## src/rtl/dmem_mmio_responder_pkg.sv

```systemverilog
// Shared constants for the dmem/MMIO responder: MMIO window base, register
// offsets and STATUS bit positions.
package dmem_mmio_responder_pkg;

  localparam logic [11:0] MMIO_BASE = 12'hF00;

  localparam logic [11:0] OFF_CYCLE  = 12'd0;
  localparam logic [11:0] OFF_PROBE  = 12'd1;
  localparam logic [11:0] OFF_TXDATA = 12'd2;
  localparam logic [11:0] OFF_STATUS = 12'd3;

  localparam int ST_EMPTY    = 0;
  localparam int ST_COUNT_LO = 1;
  localparam int ST_COUNT_HI = 3;
  localparam int ST_FULL     = 5;
  localparam int ST_OVF      = 8;

endpackage

```

## src/rtl/dmem_mmio_responder_fifo.sv

```systemverilog
// Byte TX FIFO behind the TXDATA register: circular buffer with a sticky
// overflow flag and a valid/ready drain port. State moves on the falling edge.
module mmio_tx_fifo #(
  parameter int DEPTH = 4,
  parameter int WIDTH = 8,
  localparam int PW = $clog2(DEPTH),
  localparam int CW = PW + 1
) (
  input  logic             clk,
  input  logic             rst_n,
  input  logic             i_push,
  input  logic [WIDTH-1:0] i_wdata,
  input  logic             i_pop,
  input  logic             i_ovf_clr,
  output logic             o_valid,
  output logic [WIDTH-1:0] o_rdata,
  output logic             o_empty,
  output logic             o_full,
  output logic [CW-1:0]    o_count,
  output logic             o_ovf
);

  logic [WIDTH-1:0] r_mem [DEPTH];
  logic [PW-1:0]    r_rd_ptr;
  logic [PW-1:0]    r_wr_ptr;
  logic [CW-1:0]    r_count;
  logic             r_ovf;

  logic             w_full;
  logic             w_empty;
  logic             w_pop;
  logic             w_push_ok;
  logic             w_drop;
  logic [CW-1:0]    w_count_nxt;

  assign w_full  = (r_count == CW'(DEPTH));
  assign w_empty = (r_count == '0);
  // A pop frees a slot on the same edge, so a push into a full FIFO is
  // accepted only when the sink drains simultaneously; no bypass when empty.
  assign w_pop     = i_pop & ~w_empty;
  assign w_push_ok = i_push & (~w_full | w_pop);
  assign w_drop    = i_push & w_full & ~w_pop;

  always_comb begin
    w_count_nxt = r_count;
    case ({w_push_ok, w_pop})
      2'b10:   w_count_nxt = r_count + CW'(1);
      2'b01:   w_count_nxt = r_count - CW'(1);
      default: w_count_nxt = r_count;
    endcase
  end

  always_ff @(negedge clk or negedge rst_n) begin
    if (!rst_n) begin
      for (int i = 0; i < DEPTH; i++) r_mem[i] <= '0;
      r_rd_ptr <= '0;
      r_wr_ptr <= '0;
      r_count  <= '0;
      r_ovf    <= 1'b0;
    end else begin
      if (w_push_ok) begin
        r_mem[r_wr_ptr] <= i_wdata;
        r_wr_ptr        <= r_wr_ptr + PW'(1);
      end
      if (w_pop) r_rd_ptr <= r_rd_ptr + PW'(1);
      r_count <= w_count_nxt;
      if (w_drop)         r_ovf <= 1'b1;
      else if (i_ovf_clr) r_ovf <= 1'b0;
    end
  end

  assign o_valid = ~w_empty;
  assign o_rdata = r_mem[r_rd_ptr];
  assign o_empty = w_empty;
  assign o_full  = w_full;
  assign o_count = r_count;
  assign o_ovf   = r_ovf;

endmodule

```

## src/rtl/dmem_mmio_responder.sv

```systemverilog
// Data-memory port responder: passes low addresses to the dmem syncram and
// serves CYCLE/PROBE/TXDATA/STATUS above MMIO_BASE with syncram-like timing.
module dmem_mmio_responder #(
  parameter logic [11:0] MMIO_BASE  = dmem_mmio_responder_pkg::MMIO_BASE,
  parameter int          FIFO_DEPTH = 4,
  parameter int          CNT_W      = 32
) (
  input  logic        clock,
  input  logic        reset,
  input  logic [11:0] address_dmem,
  input  logic [31:0] data,
  input  logic        wren,
  output logic [31:0] q_dmem,
  output logic        mem_wren,
  input  logic [31:0] mem_q,
  output logic [31:0] probe,
  output logic        tx_valid,
  output logic [7:0]  tx_data,
  input  logic        tx_ready
);

  import dmem_mmio_responder_pkg::*;

  localparam int CW    = $clog2(FIFO_DEPTH) + 1;
  localparam int CBITS = (CW < 3) ? CW : 3;

  logic [CNT_W-1:0] r_cycle;
  logic [31:0]      r_probe;
  logic             r_is_mmio_q;
  logic [31:0]      r_mmio_rdata_q;

  logic             w_is_mmio;
  logic [11:0]      w_offset;
  logic             w_wr_mmio;
  logic             w_push;
  logic             w_pop;
  logic             w_ovf_clr;
  logic [31:0]      w_status;
  logic [31:0]      w_rdata;
  logic             w_fifo_empty;
  logic             w_fifo_full;
  logic             w_fifo_ovf;
  logic [CW-1:0]    w_fifo_count;

  assign w_is_mmio = (address_dmem >= MMIO_BASE);
  assign w_offset  = address_dmem - MMIO_BASE;
  assign mem_wren  = wren & ~w_is_mmio;
  assign w_wr_mmio = wren & w_is_mmio;
  assign w_push    = w_wr_mmio & (w_offset == OFF_TXDATA);
  assign w_pop     = tx_valid & tx_ready;
  assign w_ovf_clr = w_wr_mmio & (w_offset == OFF_STATUS) & data[ST_OVF];

  mmio_tx_fifo #(
    .DEPTH (FIFO_DEPTH),
    .WIDTH (8)
  ) u_fifo (
    .clk       (clock),
    .rst_n     (reset),
    .i_push    (w_push),
    .i_wdata   (data[7:0]),
    .i_pop     (w_pop),
    .i_ovf_clr (w_ovf_clr),
    .o_valid   (tx_valid),
    .o_rdata   (tx_data),
    .o_empty   (w_fifo_empty),
    .o_full    (w_fifo_full),
    .o_count   (w_fifo_count),
    .o_ovf     (w_fifo_ovf)
  );

  always_comb begin
    w_status = '0;
    w_status[ST_EMPTY] = w_fifo_empty;
    w_status[ST_COUNT_LO +: CBITS] = w_fifo_count[CBITS-1:0];
    w_status[ST_FULL] = w_fifo_full;
    w_status[ST_OVF] = w_fifo_ovf;
  end

  always_comb begin
    w_rdata = '0;
    case (w_offset)
      OFF_CYCLE:  w_rdata = 32'(r_cycle);
      OFF_PROBE:  w_rdata = r_probe;
      OFF_STATUS: w_rdata = w_status;
      default:    w_rdata = '0;
    endcase
  end

  // Read data is captured on the same falling edge as the syncram, so the
  // processor sees MMIO and dmem reads with identical latency.
  always_ff @(negedge clock or negedge reset) begin
    if (!reset) begin
      r_cycle        <= '0;
      r_probe        <= '0;
      r_is_mmio_q    <= 1'b0;
      r_mmio_rdata_q <= '0;
    end else begin
      if (w_wr_mmio && (w_offset == OFF_CYCLE)) r_cycle <= '0;
      else                                      r_cycle <= r_cycle + CNT_W'(1);
      if (w_wr_mmio && (w_offset == OFF_PROBE)) r_probe <= data;
      r_is_mmio_q    <= w_is_mmio;
      r_mmio_rdata_q <= w_rdata;
    end
  end

  assign q_dmem = r_is_mmio_q ? r_mmio_rdata_q : mem_q;
  assign probe  = r_probe;

endmodule

```

## config.mk

```make
export PLATFORM = sky130hd
export DESIGN_NAME = dmem_mmio_responder
export DESIGN_NICKNAME = d
export VERILOG_FILES = /design/src/rtl/dmem_mmio_responder_pkg.sv /design/src/rtl/dmem_mmio_responder_fifo.sv /design/src/rtl/dmem_mmio_responder.sv
export SDC_FILE = /design/constraint.sdc
export NUM_CORES = 1
export LEC_CHECK = 0
export CORE_UTILIZATION = 54
export DETAILED_ROUTE_END_ITERATION = 7
export GPL_TIMING_DRIVEN = 0
export HOLD_SLACK_MARGIN = 0.03
export PLACE_DENSITY_LB_ADDON = 0.1
export SLEW_MARGIN = 10
export SYNTH_ARGS = -nofsm -noshare
export SYNTH_HDL_FRONTEND = slang
export SYNTH_SLANG_ARGS = --single-unit
```

## constraint.sdc

```tcl
create_clock -name clock -period 4.99 [get_ports clock]
set_input_delay 0.998 -clock clock [delete_from_list [all_inputs] [get_ports clock]]
set_output_delay 0.998 -clock clock [all_outputs]
set_load 0.01 [all_outputs]
```

# Word level (Yosys, flattened, before mapping)
# Index checks and enable logic that the tools add are counted.
# totals
reg_bits,137
# classes
add_sub_neg,6
n_lt_le_gt_ge,4
eq_ne,6
n_mux,12
bitwise,17
n_reduce_logical,7
# op_table
operator,count
one-hot mux 32 bit (3 select lines),1
two-way mux 32 bit,2
adder 32 x 1 -> 32 bit (second input constant),1
bitwise mux 32 bit,1
== test 12 x 2 -> 1 bit (second input constant),2
two-way mux 8 bit,3
binary-select mux 8 bit (select 2 bit),1
demux 8 bit (select 2 bit),1
== test 12 x 1 -> 1 bit (second input constant),1
>= comparator 12 bit (second input constant),1
logical NOT 12 bit,1
subtractor 12 bit (second input constant),1
bitwise AND 1 bit,10
>= comparator 3 bit (second input constant),2
NOT 2 -> 3 bit,2
one-hot mux 3 bit (2 select lines),1
adder 2 x 1 -> 2 bit (second input constant),2
NOT 1 bit,4
nonzero test 2 bit,2
adder 3 x 1 -> 3 bit (second input constant),1
== test 3 bit (second input constant),1
logical AND 1 bit,3
logical NOT 3 bit,1
less-than comparator 3 x 1 -> 1 bit (second input constant),1
5 further kinds,6

# Longest topological paths before layout
# Gate-level depths: netlist of run 1.
# logic_depth
ltp_word,8
depth_mapped,10

# Cells and area by module
# A second synthesis of run 1 with hierarchy kept.
# unflattened
hier_cells,524
area_unflattened_um2,6588.8
# by_module_without_submodules
mod,n_inst,cells_per_inst,area_per_inst_um2
dmem_mmio_responder,1,404,4743.3
mmio_tx_fifo,1,120,1845.5

==> results of run 1 <==
report_power, final:
group / switching [W] / internal, W
Combinational: 0.000237 / 0.000294
Sequential: 0.0000585 / 0.00117
Clock: 0.000474 / 0.000778
Total: 0.000770 / 0.00224
synth_stat cells (2+ instances only):
library cell,instances
a21oi_1,18
and4_1,4
buf_1,7
buf_2,5
clkbuf_1,16
dfrtn_1,137
ha_1,6
inv_1,12
mux2_2,97
mux2i_1,33
mux4_2,8
nand2_1,14
nand3_1,15
nand4_1,4
nor2_1,46
nor2b_1,2
nor3_1,5
nor4_1,3
o21ai_0,3
o22ai_1,5
o31ai_1,15
or3_1,4
or4_1,18
xnor2_1,13
xor2_1,5
cells by family after synthesis:
kind of cell               synth area share, %
AOI/OAI and AO/OA                         4.41
xor gates and xnor gates                  2.48
adders and majority gates                 1.49
buffers and inverters                     2.46
DFF                                       53.9
muxes                                     25.2
and+or+nand+nor                           10.1
layout make-up:
| cell class | instances | area [sq um] | area share [%] |
|---|---|---|---|
| Sequential cell | 137 | 3430 | 36.7 |
| Multi-Input combinational cell | 331 | 2980 | 31.9 |
| Timing Repair Buffer | 190 | 1950 | 20.9 |
| Clock buffer | 18 | 429 | 4.59 |
| Tap cell | 143 | 179 | 1.91 |
| Buffer | 25 | 178 | 1.90 |
| Clock inverter | 13 | 155 | 1.66 |
| Inverter | 12 | 45.0 | 0.482 |
state kept, by name (all words and copies together) (netlist names):
name / flops
r_mmio_rdata_q: 32
probe: 32
r_is_mmio_q: 1
u_fifo.r_wr_ptr: 2
u_fifo.r_rd_ptr: 2
u_fifo.o_count: 3
u_fifo.r_mem: 32
u_fifo.o_ovf: 1
r_cycle: 32
worst register-to-register path: stages (launching register included):
cell,delay [ps]
dfrtn_1,480
ha_1,240
nand3_1,180
or4_1,510
buf_2,200
buf_2,210
o31ai_1,330
a21oi_1,140
cell usage in the layout (no fill, tap or decap), types with 6 or more instances in the layout:
cell type / count
buf_4: 21
mux2_4: 31
buf_2: 8
nand3_1: 14
mux2i_1: 33
xnor2_1: 13
mux2_2: 66
clkbuf_16: 17
clkdlybuf4s15_1: 6
dfrtn_1: 137
clkbuf_2: 6
o31ai_1: 15
mux4_2: 8
inv_1: 11
buf_12: 6
clkbuf_1: 10
clkdlybuf4s50_1: 97
buf_6: 48
or4_1: 18
nand2_1: 13
a21oi_1: 18
nor2_1: 44
metal layers:
layer  GRT usage [%]  wire length (microns)  vias up
met2            47.7                   8630      243
met4            10.8                    304        0
met3            5.98                   1170       31
met5               0                      0        -
met1            39.0                   7320     2545
li1                -                      -     2261
worst max path at each step:
stage	from	to	slack (ps)	cells past startpoint
final	r_is_mmio_q	q_dmem[4]	-180	5
after global placement	reset	r_mmio_rdata_q[15]	-4650	1
after floorplan	address_dmem[7]	u_fifo.o_count[2]	-50	10
after CTS	r_is_mmio_q	q_dmem[13]	-210	6
after global routing	r_is_mmio_q	q_dmem[11]	-220	5
after detailed placement	address_dmem[7]	probe[9]	-880	6
per-stage QoR:
stage | power [W] | cells | setup TNS, ps
after global placement | 0.00162 | 803 | -731130
after detailed placement | 0.00164 | 804 | -97520
final | 0.00301 | 869 | -4620
after CTS | 0.00301 | 868 | -5330
after global routing | 0.00311 | 869 | -6030
after floorplan | 0.00144 | 508 | -51.5
what timing repair did:
item,CTS,global route
setup endpoints to repair,137,83
gates resized for setup,275,28
hold buffers,0,0
buffers inserted,31,7
cloned,5,0
pin swaps,11,7
==> flow_summary.toml, run 1 <==
[routing]
first_iter_violations = 282
vias_per_cell = 5.85
via_count = 5080
wl_per_cell_microns = 20.1
routed_wl_microns = 17400
final_antenna_net_count = 0
first_pass_iters = 5
drcViolationCount = 0

[global_route]
grt.total_usage_pct = 29.3
grt_max_degree = 89
grt_pass1_vias = 5376
grt_first_pass_wirelength_microns = 27900
antenna_found_initial = 0
gr-total-overflow = 0

[synthesis]
async_flop_share_pct = 100
ys_seq_elements = 137
yosysUniqueCellTypes = 38
yosys-top-cells-area = "dfrtn_1, mux2_2, mux2i_1"
synth_edf_count = 0
synth_flop_cell = "dfrtn_1"
ys.warnings.count = 0
ys_seq_area_share_pct = 53.9
syn_nets = 595
synth_top_area_share_pct = 53.9
synth_area_sq_um = 6360
synth.avg_cell_area_sq_um = 12.5
yosysTopAreaCell = "dfrtn_1"
postSynthCellCount = 508

[setup_path]
critPathMaxStageDelay_ps = 450
crit_type = "reg2out"
crit_fanout = 5
rr_endpoint = "r_cycle[16]"
cp-end-kind = "output pin"
crit_path_top_delay_cell = "dfrtn_1"
start_kind = "flop"
path_cells = "buf_6, buf_12, buf_12, mux2_4, buf_6"
cp_num_buf_inv = 4
r2r_slack_ps = 2530
cp_top_family = "buffers and inverters"
cp.arrival_ps = 4170
r2r-start = "r_cycle[1]"
critPathRequiredTime_ps = 3990
ff2ff_path_depth = 7

[job]
max_cap_violations = 0

[outcome]
status = "finished, violations left"
violations = "setup timing"

[finish]
area_growth_pct = 47.0
design_area_sq_um = 9350
drive_above_1_share_pct = 34.2
nFillCells = 644
post-route-util_pct = 81.5
layout.nets = 801
antenna_cells = 0

[sta]
maxSlewViolCount = 0
skew_ps = 7.76
slew_headroom_pct = 47.0
holdWs_ps = 415
hold_violations = 0
tightest_slew_ps = 794
fin_ws_ps = -182
rsz0062_at_grt = "true"
setup_viol = 38

[clocking]
clkLatencyLatePin_ps = 400
cts_inserted_buffers = 17
clockRootBuffer = "clkbuf_16"
htree_levels = 4
clockBufferDepth = 2
cts_tree = "done"
clk_pin_slew_ps = 40
clock_sinks = 137

[worst_hold_path]
hp-class = "reg2reg"
holdPathEnd = "r_cycle[0]"
min_from = "r_cycle[0]"
min_path_cells = 1

[pwr]
p_per_area_nw_per_um2 = 322
p_leak_nw = 4.36
max-vdd-ir-drop_mv = 0.270

[floorplanning]
coreArea_sq_um = 11500
die_area_sq_um = 12200
start_util_pct = 55.5
die_h_microns = 111
io_pins = 154
die_w_microns = 111
num_rows = 39

[placement]
placed_area_sq_um = 8170
gp_congestion = 0.882
dp_hpwl_microns = 10400
port_buffers = 152
dp_slack_ps = -880
(Power assumes the default switching activity.)
==> run 2: changes to the inputs <==
--- a/config.mk
+++ b/config.mk
@@ -10,6 +10,7 @@
 export GPL_TIMING_DRIVEN = 0
 export HOLD_SLACK_MARGIN = 0.03
 export PLACE_DENSITY_LB_ADDON = 0.1
+export SKIP_CTS_REPAIR_TIMING = 1
 export SLEW_MARGIN = 10
 export SYNTH_ARGS = -nofsm -noshare
 export SYNTH_HDL_FRONTEND = slang
==> flow_summary.toml, run 2 (synthesis gave the netlist of run 1 again) <==
[outcome]
status = "finished, violations left"
violations = "setup timing"

[global_route]
grt.total_usage_pct = 26.4
antenna_found_initial = 0
grt_first_pass_wirelength_microns = 25300
gr-total-overflow = 0
grt_pass1_vias = 4990
grt_max_degree = 89

[finish]
drive_above_1_share_pct = 31.6
multiInputGateArea_sq_um = 2990
fin_cells = 848
final_common_cell = "dfrtn_1"
nFillCells = 672
regArea_sq_um = 3430
layout.nets = 780
antenna_cells = 0
area_growth_pct = 44.5
layout_common_cells = "dfrtn_1, clkdlybuf4s50_1, mux2_2, nor2_1, buf_6"

[setup_path]
critPathMaxStageDelay_ps = 510
start_kind = "flop"
crit_path_top_delay_cell = "mux4_2"
cp.arrival_ps = 4150
r2r_slack_ps = 2500
crit_fanout = 10
critPathRequiredTime_ps = 3990
crit_type = "reg2out"
crit_start = "u_fifo.r_rd_ptr[0]"
cp-end-kind = "output pin"
cp_top_family = "multiplexers"
cp_num_buf_inv = 2
r2r-start = "r_cycle[0]"
path_cells = "buf_12, mux4_2, clkbuf_2"

[routing]
via_count = 4902
final_antenna_net_count = 0
first_iter_violations = 172
drcViolationCount = 0
first_pass_iters = 5
vias_per_cell = 5.78
routed_wl_microns = 16700
wl_per_cell_microns = 19.7

[placement]
dp_slack_ps = -880
port_buffers = 152
dp.cells = 804
gp_congestion = 0.882
dp_hpwl_microns = 10400

[sta]
maxSlewViolCount = 0
hold_violations = 0
tightest_slew_ps = 804
slew_headroom_pct = 46.4
setup_viol = 38
holdWs_ps = 429
rsz0062_at_grt = "true"
fin_ws_ps = -155
skew_ps = 7.77
tns_ps = -4270

[worst_hold_path]
hp-class = "reg2reg"
min_from = "r_cycle[0]"

[clocking]
htree_levels = 4
clkLatencyLatePin_ps = 400
clock_sinks = 137
cts_inserted_buffers = 17
clockRootBuffer = "clkbuf_16"
clockBufferDepth = 2
cts_tree = "done"
clk_pin_slew_ps = 40

[floorplanning]
coreArea_sq_um = 11500
die_area_sq_um = 12200
start_util_pct = 55.5
die_h_microns = 111
die_w_microns = 111
num_rows = 39
io_pins = 154

[pwr]
p_per_area_nw_per_um2 = 320
max-vdd-ir-drop_mv = 0.274
p_leak_nw = 4.33

[job]
max_cap_violations = 0
-- run 2: worst paths after layout --
path | cells past startpoint | end
worst max register to register | 7 | r_cycle[16]
max in group asynchronous | 2 | r_mmio_rdata_q[15]
min in group asynchronous | 1 | u_fifo.r_mem[26]
worst max-delay path | 3 | tx_data[5]
worst min-delay path | 1 | r_cycle[0]
worst min register to register | 1 | r_cycle[0]
-- run 2: per-layer routing --
layer  up-vias  wire length, microns  GRT usage (%)
met2       203                  8260           42.2
met1      2460                  7070           35.2
met5         -                     0              0
met3        26                  1050           6.59
li1       2213                     -              -
met4         0                   294           8.98
-- run 2: cell type report --
| class | count | area share, % |
|---|---|---|
| flip-flops and latches | 137 | 37.3 |
| inverters | 12 | 0.490 |
| well taps | 143 | 1.95 |
| multi-input cells | 331 | 32.5 |
| clock inverters | 13 | 1.69 |
| clock buffers | 18 | 4.67 |
| plain buffers | 25 | 1.96 |
| repair buffers | 169 | 19.5 |
-- run 2: where the power goes --
part | internal [W] | leakage (nW) | total [W] | switching (W)
registers | 0.00117 | 1.84 | 0.00123 | 0.0000660
logic | 0.000254 | 2.21 | 0.000454 | 0.000200
clock network | 0.000778 | 0.281 | 0.00125 | 0.000474
-- run 2: worst register-to-register path: stages, from the launching register on --
cell	delay, ps
dfrtn_1	480
ha_1	240
nand3_1	180
or4_1	510
buf_2	210
buf_2	210
o31ai_1	360
a21oi_1	130
-- run 2: metrics by stage --
step,instance area (sq um),total power (W),util (%)
final,9190,0.00294,80.2
after global routing,9190,0.00304,80.2
after CTS,8750,0.00289,76.3
after detailed placement,8170,0.00164,71.2
after global placement,8140,0.00162,71.0
after floorplan,6440,0.00144,-
==> run 3: changes to the inputs <==
--- a/config.mk
+++ b/config.mk
@@ -5,10 +5,12 @@
 export SDC_FILE = /design/constraint.sdc
 export NUM_CORES = 1
 export LEC_CHECK = 0
-export CORE_UTILIZATION = 54
+export ABC_AREA = 1
+export CORE_UTILIZATION = 56
 export DETAILED_ROUTE_END_ITERATION = 7
 export GPL_TIMING_DRIVEN = 0
 export HOLD_SLACK_MARGIN = 0.03
+export MAX_ROUTING_LAYER = met4
 export PLACE_DENSITY_LB_ADDON = 0.1
 export SKIP_CTS_REPAIR_TIMING = 1
 export SLEW_MARGIN = 10
==> flow_summary.toml, run 3 <==
[synthesis]
synth_top_family_by_area = "simple AND/OR/NAND/NOR gates"
yosysTopAreaCell = "dfrtn_1"
ys_seq_area_share_pct = 47.4
syn_nets = 1004
async_flop_share_pct = 100
synth_common_cells = "nand2_1, dfrtn_1, inv_1, nor2_1, nand3_1"
synth_area_sq_um = 7230
yosysUniqueCellTypes = 33
ys.warnings.count = 0
synth.avg_cell_area_sq_um = 7.89
synth_fa_ha_area_share_pct = 1.32
synth_compound_area_share_pct = 5.81
synth_top_area_share_pct = 47.4
ys_seq_elements = 137
synth_xor_area_share_pct = 1.33
synth-simple-area-share_pct = 29.3
synthMuxAreaShare_pct = 4.98
postSynthCellCount = 917
yosys-top-cells-area = "dfrtn_1, nand2_1, inv_1"
yosysMostFrequentCell = "nand2_1"
synth_flop_cell = "dfrtn_1"
synth_edf_count = 0

[clocking]
clockRootBuffer = "clkbuf_16"
cts_inserted_buffers = 17
clockBufferDepth = 2
cts_tree = "done"
clock_sinks = 137
clkLatencyLatePin_ps = 400
clk_pin_slew_ps = 40
htree_levels = 4

[setup_path]
rr_endpoint = "u_fifo.o_count[2]"
r2r-start = "u_fifo.o_count[2]"
cp_num_buf_inv = 3
critPathRequiredTime_ps = 3990
crit_path_top_delay_cell = "dfrtn_1"
r2r_slack_ps = 2800
crit_type = "reg2out"
critPathMaxStageDelay_ps = 470
cp_top_family = "buffers and inverters"
ff2ff_path_depth = 11
cp-end-kind = "output pin"
crit_fanout = 7
start_kind = "flop"
path_cells = "buf_12, clkbuf_16, mux2_4, buf_6"
cp.arrival_ps = 4190

[finish]
fin_cells = 1295
area_growth_pct = 42.8
antenna_cells = 0
final_common_cell = "nand2_1"
design_area_sq_um = 10300
layout.nets = 1197
drive_above_1_share_pct = 19.7
layout_common_cells = "nand2_1, dfrtn_1, inv_1, clkdlybuf4s50_1, nor2_1"

[sta]
maxSlewViolCount = 0
fin_ws_ps = -194
setup_viol = 36
rsz0062_at_grt = "true"
slew_headroom_pct = 48.0
tightest_slew_ps = 780
skew_ps = 2.51
tns_ps = -4460
hold_violations = 0

[routing]
final_antenna_net_count = 0
first_pass_iters = 5
drcViolationCount = 0
first_iter_violations = 605
vias_per_cell = 5.39
via_count = 6974
wl_per_cell_microns = 17.2
routed_wl_microns = 22300

[global_route]
grt_first_pass_wirelength_microns = 33000
grt_pass1_vias = 6761
antenna_found_initial = 0
grt_max_degree = 84
grt.total_usage_pct = 33.8
gr-total-overflow = 0

[worst_hold_path]
min_from = "probe[14]"
hp-class = "reg2reg"
min_path_cells = 2
holdPathEnd = "probe[14]"

[floorplanning]
io_pins = 154
die_area_sq_um = 13400
num_rows = 41
die_w_microns = 116
die_h_microns = 116
coreArea_sq_um = 12600
start_util_pct = 57.3

[pwr]
p_int_w = 0.00261
power.share.clock_pct = 37.8
p_leak_nw = 5.37
p_comb_share_pct = 28.0
max-vdd-ir-drop_mv = 0.295
p_per_area_nw_per_um2 = 362
switchingPower_w = 0.00113
switching_share_pct = 30.2
seqPwrFrac_pct = 34.3

[placement]
port_buffers = 152
dp.cells = 1242
placed_area_sq_um = 9030
dp_hpwl_microns = 15000
gp_congestion = 0.961

[outcome]
status = "finished, violations left"
violations = "setup timing"

[job]
max_cap_violations = 0
-- run 3: cell count changes after synthesis, sizes merged, moves of 10 or more --
cell / delta
buf: +17
clkbuf: -10
inv: +123
mux2: -65
mux2i: -33
nand2: +279
nand3: +30
nand4: +37
nor2: +48
o21ai: +42
o31ai: -15
or4: -18
xnor2: -11
-- run 3: final cells by class --
type | instances | area, sq um
inverters | 135 | 529
repair buffers | 175 | 1850
plain buffers | 34 | 295
well taps | 172 | 215
multi-input cells | 610 | 3350
clock inverters | 7 | 160
flip-flops and latches | 137 | 3430
clock buffers | 25 | 505
fillers | 805 | 2290
-- run 3: metal layers --
metal,wire length [microns],track usage (%)
met1,8840,40.2
met2,11300,56.6
met3,1360,6.80
met4,762,13.5
met5,0,-
-- run 3: cells by family after synthesis --
kind of cell | after synthesis
buffers and inverters | 170
XOR/XNOR | 11
multiplexers | 32
AND/OR/NAND/NOR | 484
flip-flops | 137
AO/OA/AOI/OAI | 76
adder cells (fa/ha/maj) | 7
-- run 3: power groups by stage --
stage               Sequential (W)  Clock (W)  Combinational (W)
floorplan                  0.00127          0           0.000482
global placement           0.00130          0           0.000804
detailed placement         0.00130          0           0.000820
CTS                        0.00128    0.00142           0.000829
global route               0.00129    0.00147            0.00114
finish                     0.00128    0.00141            0.00105
-- run 3: how the worst max path moves through the flow --
stage | startpoint | endpoint | slack, ps | cells past startpoint
2_1_floorplan | tx_ready | u_fifo.o_count[2] | -40 | 11
3_3_place_gp | reset | u_fifo.r_mem[13] | -4850 | 1
3_5_place_dp | tx_ready | u_fifo.o_count[2] | -830 | 12
4_1_cts | r_is_mmio_q | q_dmem[4] | -930 | 4
5_1_grt | r_is_mmio_q | q_dmem[4] | -190 | 4
6_report | r_is_mmio_q | q_dmem[4] | -190 | 4
-- run 3: worst register-to-register path, stage by stage, from the launching register on --
cell	delay (ps)
dfrtn_1	410
buf_4	120
nand4_4	140
buf_6	170
buf_6	140
nand4_1	110
ha_2	190
inv_2	50
fa_2	340
a21oi_2	130
o21ai_1	80
xor2_1	160
-- run 3: per-stage QoR --
| step | total power, W | utilization, % | hold slack (ps) | worst slack (ps) |
|---|---|---|---|---|
| final | 0.00374 | 81.8 | 445 | -194 |
| after detailed placement | 0.00212 | 71.6 | 428 | -833 |
| after CTS | 0.00353 | 76.9 | 428 | -930 |
| after floorplan | 0.00176 | - | 405 | -44.1 |
| after global placement | 0.00210 | 71.4 | 421 | -4850 |
| after global routing | 0.00390 | 81.8 | 467 | -192 |
